$ cat config.mk
export PLATFORM = sky130hd
export DESIGN_NAME = hamming_code_encoder_7_4
export DESIGN_NICKNAME = d
export VERILOG_FILES = /design/src/rtl/hamming_code_encoder_7_4.sv
export SDC_FILE = /design/constraint.sdc
export NUM_CORES = 1
export LEC_CHECK = 0
export CELL_PAD_IN_SITES_DETAIL_PLACEMENT = 0
export CELL_PAD_IN_SITES_GLOBAL_PLACEMENT = 1
export CORE_AREA = 2 2 39 41
export DETAILED_ROUTE_END_ITERATION = 16
export DIE_AREA = 0 0 41 43
export GPL_TIMING_DRIVEN = 0
export PLACE_DENSITY_LB_ADDON = 0.12
export RECOVER_POWER = 50
export SKIP_LAST_GASP = 1
export SYNTH_ARGS = -nofsm -noshare
export SYNTH_HDL_FRONTEND = slang
export SYNTH_SLANG_ARGS = --single-unit
$ cat constraint.sdc
create_clock -name clk -period 1.82 [get_ports clk]
set_input_delay 0.364 -clock clk [delete_from_list [all_inputs] [get_ports clk]]
set_output_delay 0.364 -clock clk [all_outputs]
set_load 0.05 [all_outputs]
$ cat src/rtl/hamming_code_encoder_7_4.sv
// Hamming(7,4) encoder with optional registered output stage (OUT_REG).
// Define HAM_ENC_SECDED_EN to add code_p0, the overall even-parity bit for (8,4) SECDED.
module hamming_code_encoder_7_4 #(
    parameter bit OUT_REG = 1'b1
) (
    input  logic       clk,
    input  logic       rst_n,
    input  logic       in_valid,
    input  logic [4:1] data_in,
    output logic       out_valid,
`ifdef HAM_ENC_SECDED_EN
    output logic       code_p0,
`endif
    output logic [7:1] code_out
);

    localparam int unsigned CODE_W = 7;

    // Parity bits cover the codeword positions whose index has bit 0, 1, 2 set.
    logic p1;
    logic p2;
    logic p3;
    logic [CODE_W:1] code_d;

    assign p1 = data_in[1] ^ data_in[2] ^ data_in[4];
    assign p2 = data_in[1] ^ data_in[3] ^ data_in[4];
    assign p3 = data_in[2] ^ data_in[3] ^ data_in[4];

    assign code_d = {data_in[4], data_in[3], data_in[2], p3, data_in[1], p2, p1};

`ifdef HAM_ENC_SECDED_EN
    logic p0_d;
    assign p0_d = ^code_d;
`endif

    generate
        if (OUT_REG) begin : g_reg
            logic [CODE_W:1] code_q;
            logic            valid_q;
`ifdef HAM_ENC_SECDED_EN
            logic            p0_q;
`endif

            // Capture only on valid so idle-cycle data never reaches the output.
            always_ff @(posedge clk or negedge rst_n) begin
                if (!rst_n) begin
                    code_q  <= '0;
                    valid_q <= 1'b0;
`ifdef HAM_ENC_SECDED_EN
                    p0_q    <= 1'b0;
`endif
                end else begin
                    valid_q <= in_valid;
                    if (in_valid) begin
                        code_q <= code_d;
`ifdef HAM_ENC_SECDED_EN
                        p0_q   <= p0_d;
`endif
                    end
                end
            end

            assign code_out  = code_q;
            assign out_valid = valid_q;
`ifdef HAM_ENC_SECDED_EN
            assign code_p0   = p0_q;
`endif
        end else begin : g_comb
            assign code_out  = code_d;
            assign out_valid = in_valid;
`ifdef HAM_ENC_SECDED_EN
            assign code_p0   = p0_d;
`endif
        end
    endgenerate

endmodule

==> summary.json <==
{
  "critical_path": {
    "r2r-start": "code_out[5]",
    "critical_path.n_buffers_inverters": 1,
    "critical_path.max_stage_delay_ns": 0.80,
    "ff2ff_path_depth": 1,
    "crit_fanout": 2,
    "regToRegEndpoint": "code_out[5]",
    "cells_along_the_critical_path": "clkdlybuf4s50_1",
    "setup.worst_path.start_class": "register",
    "timing.critical_path.arrival_ns": 1.39,
    "worstSetupStartpoint": "code_out[5]",
    "critPathTopFamily": "buffers and inverters",
    "end_kind": "primary output",
    "reg2reg_setup_slack_ns": 1.07,
    "critical_path_required_ns": 1.46,
    "critPathKind": "reg -> out",
    "critPathSlowestCell": "clkdlybuf4s50_1"
  },
  "layout": {
    "multi_input_comb_area_um2": 150,
    "finalInstanceArea_um2": 537,
    "final.fill_count": 140,
    "layout.core_utilization_pct": 38.8,
    "final_layout_size_suffix_gt1_share_pct": 27.8,
    "insertedDiodeCount": 0,
    "synthToLayoutAreaGrowth_pct": 51.1,
    "num-nets-final": 45,
    "layout.area.seq_um2": 200
  },
  "hold_path": {
    "class_of_the_most_critical_hold_timing_path": "in -> async"
  },
  "placement": {
    "placed_area_um2": 515,
    "count_of_buffers_from_port_buffering": 14,
    "place_congestion": 0.631
  },
  "sta": {
    "fin_crit_sh_pct": 96.5,
    "finalSetupTns_ns": 0,
    "setup_viol_count_final": 0,
    "fmax_ghz": 0.569,
    "timing.final.max_slew_violations": 0,
    "rsz_0062_raised_after_global_routing": "no",
    "finalCriticalPeriod_ns": 1.76,
    "slew_at_the_pin_with_the_worst_max_slew_slack_ns": 0.494,
    "hold_violations": 0,
    "final.setup_skew_ns": 0,
    "timing.max_slew.rel_slack_pct": 67.0
  },
  "clock_tree": {
    "cts-buffers-inserted": 3,
    "cts.sinks": 8,
    "tritoncts": "yes",
    "postCtsHoldBufs": 0,
    "root_buffer_cell": "clkbuf_4",
    "clk_transition_reported_paths_ns": 0.05,
    "cts_max_level": 1,
    "cts-resized-gates": 0,
    "post_cts_setup_repair_buffer_count": 0,
    "max-clock-path-buffers": 2,
    "clk-insertion-delay-late_ns": 0.25
  },
  "power": {
    "power.density_cell_area_mw_per_mm2": 1000,
    "leakage_dissipation_uw": 0.000237,
    "vdd_ir_drop_max_mv": 0.424
  },
  "floorplanning": {
    "die_width_um": 41,
    "placementRows": 14,
    "die-height_um": 43,
    "total_die_area_mm2": 0.00176,
    "floorplan.core_area_mm2": 0.00138,
    "floorplan.initialDensity_pct": 25.7,
    "pin_count": 15
  },
  "routing": {
    "drt-vias-per-instance": 4.33,
    "remaining_drc_errors": 0,
    "drtAntennaViolNets": 0,
    "detail_route.wirelength_um": 618,
    "initialDrtViolationCount": 2,
    "vias": 225,
    "wire_per_inst_um": 11.9,
    "detailedRoute.firstPassIterationCount": 2
  },
  "global_route": {
    "gr-total-overflow": 0,
    "number_of_global_route_vias_before_repair": 227,
    "grt_first_pass_wirelength_um": 993,
    "antenna_found_initial": 0,
    "pin_count_of_the_biggest_net_entering_global_routing": 9,
    "gr-usage-all-layers_pct": 9.58
  },
  "yosys": {
    "ys_ff_latch": 8,
    "post_synth_inst_count": 19,
    "yosysWarningCount": 0,
    "post_synth.cell_area_avg_um2": 18.7,
    "post_syn_area_um2": 355,
    "yosys.cell_types.count": 4,
    "syn-num-nets": 26,
    "yosysSeqAreaShare_pct": 56.3
  },
  "job": {
    "drv_cap": 0
  },
  "outcome": {
    "run_status": "finished, final reports clean"
  }
}
per-layer routing:
| layer | part of all wire [%] | vias up | GRT usage [%] |
|---|---|---|---|
| met3 | 12 | 4 | 5.76 |
| met4 | 3.1 | 0 | 10.0 |
| met2 | 50 | 12 | 11.9 |
| li1 | - | 102 | - |
| met1 | 34 | 107 | 10.1 |
| met5 | 0 | - | 0 |
cells in the final DEF (no fill, tap or decap), drive strengths merged:
cell type       n
dlygate4sd3     2
dfrtp           8
mux2            7
clkdlybuf4s50  12
xor3            3
clkbuf          4
registers in the layout, summed over array words and instances, names as in the netlist:
register,flops
out_valid,1
code_out,7
kinds of logic (layout without fill, tap and decap cells):
logic type / Yosys count / in the layout / share of synthesized area (%)
flip-flops: 8 / 8 / 56.3
XOR/XNOR: 3 / 3 / 20.1
buffers and inverters: 1 / 18 / 1.41
multiplexers: 7 / 7 / 22.2
metrics by stage:
stage	setup slack, ns	instances	power (uW)	hold slack [ns]
after global routing	0.00488	52	574	0.481
final	0.0632	52	537	0.463
after global placement	0.106	49	413	0.490
after CTS	0.0483	52	548	0.398
after floorplan	0.717	19	342	0.0684
after detailed placement	0.103	49	415	0.495
layout make-up:
type / count / share of cell area, %
multi-input cells: 10 / 28.0
well taps: 16 / 3.73
flip-flops and latches: 8 / 37.3
plain buffers: 1 / 0.699
clock buffers: 3 / 4.20
repair buffers: 14 / 26.1
synthesized netlist by cell type:
master   instances  share of area [%]
buf_2            1                1.4
dfrtp_1          8                 56
mux2_2           7                 22
xor3_1           3                 20
how the worst max path moves through the flow:
stage	to	slack (ns)	depth (start not counted)
after global placement	code_out[1]	0.11	3
final	code_out[5]	0.06	1
after detailed placement	code_out[1]	0.10	3
after global routing	code_out[1]	0.005	1
after floorplan	code_out[1]	0.72	2
after CTS	code_out[1]	0.05	1
power by group:
| part | internal [uW] | switching, uW |
|---|---|---|
| Sequential | 202 | 10.9 |
| Clock | 75.0 | 54.0 |
| Combinational | 83.7 | 112 |
| Total | 360 | 177 |
Note: power is estimated with default switching activity, not from simulation.
